==> config.mk <==
export PLATFORM = sky130hd
export DESIGN_NAME = instr_fetch
export DESIGN_NICKNAME = d
export VERILOG_FILES = /design/src/rtl/instr_fetch.sv
export SDC_FILE = /design/constraint.sdc
export NUM_CORES = 1
export LEC_CHECK = 0
export BUFFER_PORTS_ARGS = -buffer_cell sky130_fd_sc_hd__buf_2
export CELL_PAD_IN_SITES_DETAIL_PLACEMENT = 1
export CELL_PAD_IN_SITES_GLOBAL_PLACEMENT = 1
export CORE_MARGIN = 3
export CORE_UTILIZATION = 42
export CTS_BUF_LIST = sky130_fd_sc_hd__clkbuf_4 sky130_fd_sc_hd__clkbuf_8
export DETAILED_ROUTE_END_ITERATION = 10
export HOLD_SLACK_MARGIN = 0.06
export PLACE_DENSITY = 0.82
export SLEW_MARGIN = 25
export SYNTH_ARGS = -nofsm -noshare
export SYNTH_HDL_FRONTEND = slang
export SYNTH_SLANG_ARGS = --single-unit
export TNS_END_PERCENT = 100
==> constraint.sdc <==
create_clock -name clk -period 3.5 [get_ports clk]
set_clock_uncertainty 0.2 [all_clocks]
set_input_delay 0.35 -clock clk [delete_from_list [all_inputs] [get_ports clk]]
set_output_delay 0.35 -clock clk [all_outputs]
set_load 0.05 [all_outputs]
==> src/rtl/instr_fetch.sv <==
// Instruction fetch unit: requests one word at a time from instruction memory,
// presents it to decode with a valid/ready handshake, and redirects on branches.
module instr_fetch #(
   parameter logic [31:0] RESET_PC = 32'h0000_0000
) (
   input  logic        clk,
   input  logic        rst_n,
   output logic        imem_req,
   output logic [31:0] imem_addr,
   input  logic        imem_gnt,
   input  logic        imem_rvalid,
   input  logic [31:0] imem_rdata,
   output logic        instr_valid,
   input  logic        instr_ready,
   output logic [31:0] instr_out,
   output logic [6:0]  opcode,
   output logic [31:0] pc_out,
   input  logic        branch_taken,
   input  logic [31:0] imm_ext,
   output logic        fetch_err,
   output logic [31:0] fetch_count
);

   typedef enum logic [2:0] {BOOT, REQ, WAIT, OUT, HALT} state_t;

   state_t      state;
   logic [31:0] pc;
   logic [31:0] next_pc;

   function automatic logic [31:0] redirect(input logic [31:0] base,
                                            input logic        taken,
                                            input logic [31:0] offset);
      return taken ? base + offset : base + 32'd4;
   endfunction

   assign next_pc   = redirect(pc_out, branch_taken, imm_ext);
   assign imem_addr = pc;
   assign opcode    = instr_out[6:0];

   always_ff @(posedge clk or negedge rst_n) begin
      if (!rst_n) begin
         state       <= BOOT;
         pc          <= RESET_PC;
         imem_req    <= 1'b0;
         instr_valid <= 1'b0;
         instr_out   <= '0;
         pc_out      <= '0;
         fetch_err   <= 1'b0;
         fetch_count <= '0;
      end else begin
         case (state)
            BOOT: begin
               state    <= REQ;
               imem_req <= 1'b1;
            end
            REQ: begin
               // Address stays on the bus until memory grants it.
               if (imem_gnt) begin
                  imem_req <= 1'b0;
                  if (imem_rvalid) begin
                     instr_out   <= imem_rdata;
                     pc_out      <= pc;
                     instr_valid <= 1'b1;
                     state       <= OUT;
                  end else begin
                     state <= WAIT;
                  end
               end
            end
            WAIT: begin
               if (imem_rvalid) begin
                  instr_out   <= imem_rdata;
                  pc_out      <= pc;
                  instr_valid <= 1'b1;
                  state       <= OUT;
               end
            end
            OUT: begin
               if (instr_ready) begin
                  instr_valid <= 1'b0;
                  fetch_count <= fetch_count + 32'd1;
                  pc          <= next_pc;
                  // A misaligned target is fatal: keep it visible in pc and stop fetching.
                  if (next_pc[1:0] == 2'b00) begin
                     state    <= REQ;
                     imem_req <= 1'b1;
                  end else begin
                     state     <= HALT;
                     fetch_err <= 1'b1;
                  end
               end
            end
            HALT: begin
               imem_req    <= 1'b0;
               instr_valid <= 1'b0;
            end
            default: begin
               state <= BOOT;
            end
         endcase
      end
   end

endmodule

Yosys cells after proc, flatten, opt, wreduce, memory -nomap -nowiden

Cells that the tools add are included.

$lt $le $gt $ge: 0
Equality and inequality tests: 8
Shift-type cells: 0
Reductions and logical operators: 11
$add $sub $neg: 3
Mux-type cells: 21
Bitwise logic cells: 2
Div/mod/pow operators: 0
Multiply operators: 0

Operators by type and width:

| operator                                                         | number |
|---|---|
| 32-bit two-way mux                                               | 5 |
| 32-bit one-hot mux with 2 select lines                           | 2 |
| 32-bit by 1-bit adder with 32-bit output (second input constant) | 1 |
| 32-bit by 3-bit adder with 32-bit output (second input constant) | 1 |
| 32-bit adder                                                     | 1 |
| 3-bit one-hot mux with 5 select lines                            | 1 |
| 3-bit two-way mux                                                | 4 |
| 2-bit != test (second input constant)                            | 4 |
| 1-bit one-hot mux with 4 select lines                            | 2 |
| 4-bit AND reduction                                              | 2 |
| 4-bit nonzero test                                               | 2 |
| 1-bit two-way mux                                                | 7 |
| 3-bit by 2-bit == test with 1-bit output (second input constant) | 2 |
| 3-bit AND reduction                                              | 2 |
| 2-bit AND reduction                                              | 2 |
| 3-bit by 1-bit == test with 1-bit output (second input constant) | 1 |
| 3-bit == test (second input constant)                            | 1 |
| 3-bit logical NOT                                                | 1 |
| 2-bit logical NOT                                                | 1 |
| 1-bit inverter                                                   | 2 |
| 2-bit nonzero test                                               | 1 |

Logic and storage cells: 53
ROM bits: 0
Memories kept: 0
Bits of input ports: 70
Latch bits: 0
RAM bits: 0
Bits in registers: 134
Output and inout port bits: 138

Longest topological paths before layout

Gate-level depths: netlist (run 1).

Depth after elaboration: 6
Depth in mapped cells: 11
Mapped depth without buffers: 11

Least setup slack after synthesis (run 1)

Ideal clock, no wire load.

Kind: register -> register
Start: reg pc_out[0]
End: reg pc[26], in the netlist imem_addr[26]
Setup time: 0.118 ns
Path buffers: 0
Cell stages (with the launch flop): 12
Path slack: 0.279 ns
Arrival time: 2.903 ns
Period minus slack after synthesis: 3.221 ns
Path through: dfrtp_1 ha_1 fa_1 a211oi_1 o21bai_2 o22a_4 a31o_4 a22oi_4 o21bai_1 xnor2_1 a21oi_1 a21o_1

Cells in the longest elaborated chain, start to end: 2

Ends and longest elaborated chain:

| item                                                                     | line | RTL |
|---|---|---|
| start: declaration                                                       | 17   | `output logic [31:0] pc_out,` |
| start signal: assignment                                                 | 62   | `pc_out <= pc;` |
| start signal: assignment                                                 | 73   | `pc_out <= pc;` |
| 32-bit by 3-bit adder with 32-bit output or 32-bit adder (tied branches) | 33   | `return taken ? base + offset : base + 32'd4;` |
| 32-bit two-way mux *                                                     | 33   |  |
| end signal: assignment                                                   | 82   | `pc <= next_pc;` |
| end: declaration                                                         | 27   | `logic [31:0] pc;` |

Mark *: on every way between the ends. The rest lies on a longest branch, timed or not.
A chain may end at the register's enable or synchronous reset.

Final worst setup path (run 1)

Start: reg pc_out[0]
End: reg pc[24], in the netlist imem_addr[24]

The elaborated chain is that of the path after synthesis.

==> results.cfg, run 1 <==
[routing]
wire_per_inst_um = 19.7
avgViaCountPerCell = 5.47
first_pass_iters = 6
antenna_left = 0
drc = 0
num_vias = 6757
drt-total-wl_um = 24300
drt_iter0_drc = 277

[timing]
timing.fmax_mhz = 311
max-slew-margin-rel = 0.489
setup_violations = 0
period_needed_ns = 3.22
holdWs_ns = 0.147
hold_viol_final = 0
tns_ns = 0
worst_slack_ns = 0.283
fin_crit_sh = 0.919
drv_slew = 0
rsz0062_at_grt = no
tightest_slew_ns = 0.767

[yosys]
synth_cell_types = 62
yosysWarnings = 0
synth.avg_cell_area_um2 = 10.1
synth_area_um2 = 7660
ys.flop_type = dfrtp_1
synth_edf_count = 0
synthCells = 761
synth-seq-cells = 134
async_reset_ff_frac = 1.00
syn_nets = 865
synth_seq_area_share = 0.438

[layout]
multi_input_area_um2 = 4110
fill_cells = 2030
syn2layout_area_growth_pct = 26.3
seqCellArea_um2 = 3350
layout-drive-gt1-share = 0.331
diodes = 0
final_nets = 1101
post-route-cell-area_um2 = 9680

[critical_path]
worstSetupEndpointType = register
ff2ff_path_depth = 11
crit_fanout = 5
slowest_stage = dfrtp_1
rrSetupSlack_ns = 0.28
arrival_ns = 3.34
crit_chain = ha_1 -> fa_1 -> a211oi_1 -> o21bai_2 -> o22a_4 -> a31o_4 -> a22oi_4 -> nand2b_1 -> a21oi_1 -> xor2_1 -> o21ai_1
regToRegEndpoint = imem_addr[24]
cp.buffers_inverters = 0
critical_path_class = register to register
critPathLaunchType = register
cp_top_family = compound AO/OA/AOI/OAI gates
crit_required_ns = 3.62
worstReg2RegStart = pc_out[0]
slowest_delay_ns = 0.43

[floorplanning]
placementRows = 48
die_w_um = 141
io_pins = 208
die_y_um = 141
start_util = 0.435
core_um2 = 17600
dieArea_um2 = 19900

[status]
status = completed

[global_route]
grt_antenna_before_repair = 1
grt_pass1_wl_um = 39400
grt_max_degree = 68
gr-usage-all-layers = 0.247
grt_pass1_vias = 7285
overflow = 0

[cts]
cts_tree = yes
htreeDepth = 4
numCtsBuffers = 17
root_buffer = clkbuf_8
cts.path.max_buffers = 2
cts.repair.resized = 0
clkTransAtPathRegs_ns = 0.08
clkSinkCount = 134
clock_latency_ns = 0.45

[power]
seqPwrFrac = 0.276
p_leak_nw = 4.71
p_comb_frac = 0.580
finalPower_mw = 10.1
power_frac_clock = 0.144
p_int_mw = 4.68
netSwitchingPower_mw = 5.37
p_per_area_nw_per_um2 = 1040
peakVddDrop_mv = 0.753
swShare = 0.534

[min_path]
min_path_cells = 4
holdCritStartpoint = imem_gnt
worst_hold_path.endpoint = state[1]
worstHoldPathType = primary input to register

[place]
placed_area_um2 = 8890
place.gp.congestion = 0.839
pre_cts_ws_ns = 0.305
dp_hpwl_um = 17000
port_buffers = 207

[job]
maxCapViolations = 0
## cell type report
cell class,instances,share of cell area
Inverter,12,0.00465
Clock buffer,18,0.0256
Clock inverter,14,0.0194
Sequential cell,134,0.347
Tap cell,225,0.0291
Multi-Input combinational cell,582,0.425
Timing Repair Buffer,250,0.150
## worst min-delay path: stages
cell and delay, ns:
buf_2 0.10, nand2b_1 0.09, or2_2 0.15, a21oi_1 0.06
## worst max path at each step
stage,from,end,slack (ns),cells past startpoint
after floorplan,pc_out[0],imem_addr[26],0.28,11
after global placement,imm_ext[0],imem_addr[20],0.38,12
after detailed placement,imm_ext[0],imem_addr[24],0.31,12
after CTS,pc_out[0],imem_addr[26],0.29,11
after global routing,pc_out[0],imem_addr[26],0.07,11
final,pc_out[0],imem_addr[24],0.28,11
## state kept, by name (all words and copies together), names as in the netlist
| signal | flops |
|---|---|
| instr_valid | 1 |
| fetch_err | 1 |
| fetch_count | 32 |
| imem_req | 1 |
| instr_out | 32 |
| imem_addr | 32 |
| pc_out | 32 |
| state | 3 |
## power by group through the flow
stage / Clock (mW) / Sequential (mW) / Combinational, mW
after floorplan: 0 / 4.54 / 2.54
after global placement: 0 / 2.74 / 5.63
after detailed placement: 0 / 2.78 / 5.76
after CTS: 1.48 / 2.75 / 5.83
after global routing: 1.55 / 2.88 / 6.24
final: 1.45 / 2.77 / 5.83
## what timing repair did
action,CTS,global route
setup buffers,0,0
hold buffers,35,0
endpoints found under the hold margin,98,0
## metrics by stage
step / util / instances
6_report: 0.550 / 1235
5_1_grt: 0.550 / 1235
4_1_cts: 0.550 / 1235
3_5_place_dp: 0.505 / 1168
3_3_place_gp: 0.505 / 1168
2_1_floorplan: - / 761
## cells in the final DEF (no fill, tap or decap), types with 4 or more instances in the layout
cell type / instances
nor3_1: 9
o211ai_1: 5
inv_1: 12
nand3_1: 29
dfrtp_1: 134
xor2_1: 36
nor2_1: 57
buf_4: 8
buf_2: 206
xnor2_1: 46
a31oi_1: 5
o21ai_1: 9
nand2b_1: 8
nand4_1: 10
o21ai_0: 41
mux2_2: 63
a22oi_1: 4
a21o_1: 16
inv_6: 4
ha_1: 33
dlygate4sd3_1: 35
nand2_1: 83
clkbuf_8: 18
o21bai_1: 5
a211oi_1: 4
a21oi_1: 46
and3_1: 15
## synthesized netlist by cell type (3+ instances only)
| master | number | share of area |
|---|---|---|
| dfrtp_1 | 134 | 0.44 |
| o21a_1 | 3 | 0.0029 |
| or2_2 | 3 | 0.0025 |
| and2_1 | 3 | 0.0025 |
| and4_1 | 3 | 0.0034 |
| buf_2 | 6 | 0.0039 |
| mux2_2 | 63 | 0.093 |
| nand2_1 | 83 | 0.041 |
| nand2b_1 | 8 | 0.0065 |
| nand4_1 | 10 | 0.0082 |
| clkbuf_1 | 16 | 0.0078 |
| o21ai_0 | 41 | 0.027 |
| a21o_1 | 16 | 0.016 |
| inv_1 | 12 | 0.0059 |
| xnor2_1 | 46 | 0.053 |
| a31oi_1 | 5 | 0.0041 |
| mux2i_1 | 3 | 0.0039 |
| a211oi_1 | 4 | 0.0039 |
| a21oi_1 | 47 | 0.031 |
| nand3_1 | 29 | 0.019 |
| and3_1 | 15 | 0.012 |
| nor2_1 | 57 | 0.028 |
| o211ai_1 | 5 | 0.0049 |
| a22oi_1 | 4 | 0.0039 |
| o21bai_1 | 5 | 0.0049 |
| ha_1 | 33 | 0.054 |
| a221o_1 | 3 | 0.0039 |
| xor2_1 | 36 | 0.041 |
| o21ai_1 | 9 | 0.0059 |
| nor3_1 | 9 | 0.0059 |
| buf_4 | 9 | 0.0088 |
## logic make-up after synthesis
| logic type | count (synthesis) | share of synthesized area |
|---|---|---|
| AND/OR/NAND/NOR | 236 | 0.147 |
| AO/OA/AOI/OAI | 164 | 0.141 |
| flip-flops | 134 | 0.438 |
| XOR/XNOR | 82 | 0.0937 |
| multiplexers | 66 | 0.0965 |
| buffers and inverters | 45 | 0.0274 |
| adder cells (fa/ha/maj) | 34 | 0.0565 |
## routing by layer
metal,part of all wire,vias up,global-route usage
met1,0.42,3386,0.301
met5,0.00049,-,0
li1,-,3161,-
met4,0.016,2,0.0694
met2,0.51,179,0.442
met3,0.051,29,0.0509
Note: power is estimated with default switching activity, not from simulation.
==> inputs of run 2 (changes only) <==
--- a/config.mk
+++ b/config.mk
@@ -6,9 +6,9 @@
 export NUM_CORES = 1
 export LEC_CHECK = 0
 export BUFFER_PORTS_ARGS = -buffer_cell sky130_fd_sc_hd__buf_2
+export CAP_MARGIN = 20
 export CELL_PAD_IN_SITES_DETAIL_PLACEMENT = 1
 export CELL_PAD_IN_SITES_GLOBAL_PLACEMENT = 1
-export CORE_MARGIN = 3
 export CORE_UTILIZATION = 42
 export CTS_BUF_LIST = sky130_fd_sc_hd__clkbuf_4 sky130_fd_sc_hd__clkbuf_8
 export DETAILED_ROUTE_END_ITERATION = 10
==> results.cfg, run 2 (synthesized netlist as in run 1, its figures left out) <==
[status]
status = completed

[power]
peakVddDrop_mv = 0.614
p_per_area_nw_per_um2 = 1020
p_leak_nw = 4.68
power_frac_clock = 0.127
seqPwrFrac = 0.281
p_int_mw = 4.46
swShare = 0.546
netSwitchingPower_mw = 5.37
p_comb_frac = 0.591

[floorplanning]
die_y_um = 137
die_w_um = 137
dieArea_um2 = 18800
start_util = 0.428
core_um2 = 17900
placementRows = 49
io_pins = 208

[routing]
drc = 0
wire_per_inst_um = 19.0
drt-total-wl_um = 23500
num_vias = 6758
drt_iter0_drc = 201
antenna_left = 0
first_pass_iters = 4
avgViaCountPerCell = 5.46

[timing]
fin_crit_sh = 0.921
timing.fmax_mhz = 310
max-slew-margin-rel = 0.505
tightest_slew_ns = 0.743
period_needed_ns = 3.22
holdWs_ns = 0.0933
tns_ns = 0
drv_slew = 0
hold_viol_final = 0
setup_violations = 0
rsz0062_at_grt = no

[critical_path]
critical_path_class = register to register
crit_chain = ha_1 -> fa_1 -> a211oi_1 -> o21bai_2 -> o22a_4 -> a31o_4 -> a21boi_1 -> o21bai_1 -> xor2_1 -> a21oi_1 -> o21ai_1
worstSetupEndpointType = register
crit_fanout = 5
critPathLaunchType = register
crit_start = pc_out[0]
crit_required_ns = 3.63
worstReg2RegStart = pc_out[0]
slowest_delay_ns = 0.43
slowest_stage = dfrtp_1
arrival_ns = 3.36

[min_path]
holdCritStartpoint = imem_rvalid
worstHoldPathType = primary input to register

[cts]
root_buffer = clkbuf_8
cts.path.max_buffers = 2
numCtsBuffers = 17
clock_latency_ns = 0.46
clkTransAtPathRegs_ns = 0.09
cts_tree = yes
postCtsSetupBuffers = 0
clkSinkCount = 134
htreeDepth = 4

[global_route]
grt_max_degree = 55
grt_pass1_vias = 7131
grt_pass1_wl_um = 36800
overflow = 0
grt_antenna_before_repair = 0
gr-usage-all-layers = 0.257

[place]
dpl.cell_count = 1171
port_buffers = 207
place.gp.congestion = 0.859
dp_hpwl_um = 16600

[layout]
final_cell_mix = buf_2, dfrtp_1, nand2_1
final_nets = 1099
syn2layout_area_growth_pct = 25.5
layout-drive-gt1-share = 0.330
layout_commonest_cell = buf_2
diodes = 0
final_cells = 1237

[job]
maxCapViolations = 0
-- run 2: cell types whose count changed in the layout (fill, tap and decap cells not counted), sizes merged --
| cell | delta |
|---|---|
| clkbuf | -1 |
| inv | +4 |
| bufinv | -3 |
| buf | -1 |
| dlygate4sd3 | -1 |
-- run 2: power groups by stage --
stage | sequential, mW | clock [mW] | combinational (mW)
3_3_place_gp | 2.74 | 0 | 5.62
5_1_grt | 2.86 | 1.35 | 6.22
6_report | 2.76 | 1.25 | 5.81
2_1_floorplan | 4.54 | 0 | 2.54
3_5_place_dp | 2.78 | 0 | 5.72
4_1_cts | 2.75 | 1.29 | 5.82
-- run 2: layout make-up --
| type | count | area [µm²] |
|---|---|---|
| Timing Repair Buffer | 248 | 1450 |
| Multi-Input combinational cell | 582 | 4110 |
| Inverter | 12 | 45.0 |
| Clock buffer | 17 | 234 |
| Clock inverter | 15 | 136 |
| Sequential cell | 134 | 3350 |
| Fill cell | 2079 | 8290 |
| Tap cell | 229 | 287 |
-- run 2: routing by layer --
layer	wire (µm)	global-route usage	vias up
met2	12000	0.460	197
met5	0	0	-
met4	487	0.0879	0
met3	1260	0.0552	41
li1	-	-	3160
met1	9730	0.301	3360
-- run 2: what timing repair did --
action                    4_1_cts  5_1_grt
hold endpoints to repair       82        0
hold buffers                   34        0
gates resized for setup         0        0
-- run 2: through the flow --
step / cell area, µm² / setup WS [ns] / power, mW / util
finish: 9610 / 0.276 / 9.83 / 0.537
global route: 9610 / 0.0871 / 10.4 / 0.537
CTS: 9610 / 0.274 / 9.86 / 0.537
detailed placement: 8900 / 0.293 / 8.50 / 0.497
global placement: 8900 / 0.380 / 8.36 / 0.497
floorplan: 7660 / 0.279 / 7.07 / -
-- run 2: final timing paths --
path / to / slack [ns] / depth (start not counted)
worst max-delay path: imem_addr[20] / 0.28 / 11
worst min-delay path: state[0] / 0.09 / 3
worst max register to register: imem_addr[20] / 0.28 / 11
worst min register to register: fetch_count[14] / 0.29 / 1
max in group asynchronous: instr_out[12] / 2.06 / 3
min in group asynchronous: fetch_count[22] / 0.19 / 2
-- run 2: worst max-delay path, delay by kind of cell, from the launching register on --
family,cells,cell delay [ns]
fa+ha+maj,2,0.70
xor+xnor,1,0.15
flops,1,0.43
compound gates,8,1.60
==> inputs of run 3 (changes only) <==
--- a/config.mk
+++ b/config.mk
@@ -13,7 +13,7 @@
 export CTS_BUF_LIST = sky130_fd_sc_hd__clkbuf_4 sky130_fd_sc_hd__clkbuf_8
 export DETAILED_ROUTE_END_ITERATION = 10
 export HOLD_SLACK_MARGIN = 0.06
-export PLACE_DENSITY = 0.82
+export PLACE_DENSITY = 0.92
 export SLEW_MARGIN = 25
 export SYNTH_ARGS = -nofsm -noshare
 export SYNTH_HDL_FRONTEND = slang
==> results.cfg, run 3 (synthesized netlist as in run 1, its figures left out) <==
[status]
status = completed

[cts]
cts.path.max_buffers = 2
numCtsBuffers = 17
cts_tree = yes
postCtsSetupBuffers = 0
root_buffer = clkbuf_8
clock_latency_ns = 0.46
clkSinkCount = 134
htreeDepth = 4
clkTransAtPathRegs_ns = 0.09

[floorplanning]
dieArea_um2 = 18800
core_um2 = 17900
die_w_um = 137
placementRows = 49
start_util = 0.428
io_pins = 208
die_y_um = 137

[routing]
antenna_left = 0
drt-total-wl_um = 24900
drt_iter0_drc = 195
first_pass_iters = 4
drc = 0
avgViaCountPerCell = 5.46
num_vias = 6769
wire_per_inst_um = 20.1

[timing]
tns_ns = 0
setup_violations = 0
max-slew-margin-rel = 0.529
rsz0062_at_grt = no
holdWs_ns = 0.0827
timing.fmax_mhz = 309
tightest_slew_ns = 0.707
worst_slack_ns = 0.259
drv_slew = 0
period_needed_ns = 3.24
fin_crit_sh = 0.926
hold_viol_final = 0

[place]
place.gp.congestion = 0.884
dp_hpwl_um = 17200
port_buffers = 207
pre_cts_ws_ns = 0.303
dpl.cell_count = 1172

[layout]
final_cell_mix = buf_2, dfrtp_1, nand2_1
layout-drive-gt1-share = 0.331
final_nets = 1100
layout_commonest_cell = buf_2
syn2layout_area_growth_pct = 25.9
fill_cells = 2102
final_cells = 1240

[min_path]
worstHoldPathType = primary input to register

[global_route]
grt_pass1_wl_um = 38400
grt_pass1_vias = 7219
grt_max_degree = 60
overflow = 0
gr-usage-all-layers = 0.270
grt_antenna_before_repair = 2

[job]
maxCapViolations = 0

[power]
p_per_area_nw_per_um2 = 1030
finalPower_mw = 9.90
p_leak_nw = 4.69
peakVddDrop_mv = 0.621

[critical_path]
worstSetupEndpointType = register
crit_required_ns = 3.65
critical_path_class = register to register
crit_fanout = 5
critPathLaunchType = register
arrival_ns = 3.39
==> run 3: cell types whose count changed in the layout (fill, tap and decap cells not counted) <==
cell,change
inv_6,-3
clkinv_2,-1
inv_8,-2
clkinvlp_4,-1
buf_4,+1
diode_2,+2
clkinv_8,+2
clkbuf_8,+1
clkinv_4,+4
==> run 3: power by group <==
part           internal [mW]  total [mW]  switching [mW]
sequential              2.12        2.77           0.645
combinational           1.82        5.85            4.03
clock                  0.543        1.28           0.740
total                   4.49        9.90            5.41
==> run 3: path summary, 6_finish.rpt <==
check                                 from         endpoint  slack (ns)  cells past startpoint
hold / removal                 imem_rvalid         state[0]        0.08                      3
min in group asynchronous            rst_n  fetch_count[31]        0.22                      2
hold reg to reg            fetch_count[31]  fetch_count[31]        0.29                      1
max in group asynchronous            rst_n   fetch_count[4]        2.10                      3
setup / recovery                 pc_out[0]    imem_addr[26]        0.26                     11
setup reg to reg                 pc_out[0]    imem_addr[26]        0.26                     11
==> run 3: final cells by class <==
cell class	count	area (µm²)	area share
diodes	2	5.00	0.000519
clock buffers	18	248	0.0257
clock inverters	14	143	0.0148
inverters	12	45.0	0.00467
multi-input cells	582	4110	0.426
flip-flops and latches	134	3350	0.348
well taps	229	287	0.0297
repair buffers	249	1460	0.151
==> run 3: per-layer routing <==
layer / GRT usage / routed length, µm / vias to the layer above / share of wire
li1: - / - / 3166 / -
met1: 0.298 / 9780 / 3359 / 0.39
met2: 0.482 / 13000 / 201 / 0.52
met3: 0.0763 / 1540 / 43 / 0.062
met4: 0.117 / 596 / 0 / 0.024
met5: 0 / 0 / - / 0
==> run 3: repair_timing <==
item	in CTS	in global routing
gates resized for setup	0	0
endpoints found under the hold margin	86	0
setup endpoints to repair	0	0
hold buffers	34	0
==> run 3: stage by stage <==
| stage | utilization | instance area [µm²] |
|---|---|---|
| 2_1_floorplan | - | 7660 |
| 3_3_place_gp | 0.498 | 8910 |
| 3_5_place_dp | 0.498 | 8910 |
| 4_1_cts | 0.538 | 9640 |
| 5_1_grt | 0.539 | 9640 |
| 6_report | 0.539 | 9640 |
==> run 3: worst max-delay path: stages, from the launching register on <==
cell	delay, ns
dfrtp_1	0.43
ha_1	0.28
fa_1	0.43
a211oi_1	0.36
o21bai_2	0.15
o22a_4	0.27
a31o_4	0.27
a22oi_4	0.22
o21bai_1	0.13
xnor2_1	0.14
a21oi_1	0.08
a21o_1	0.17
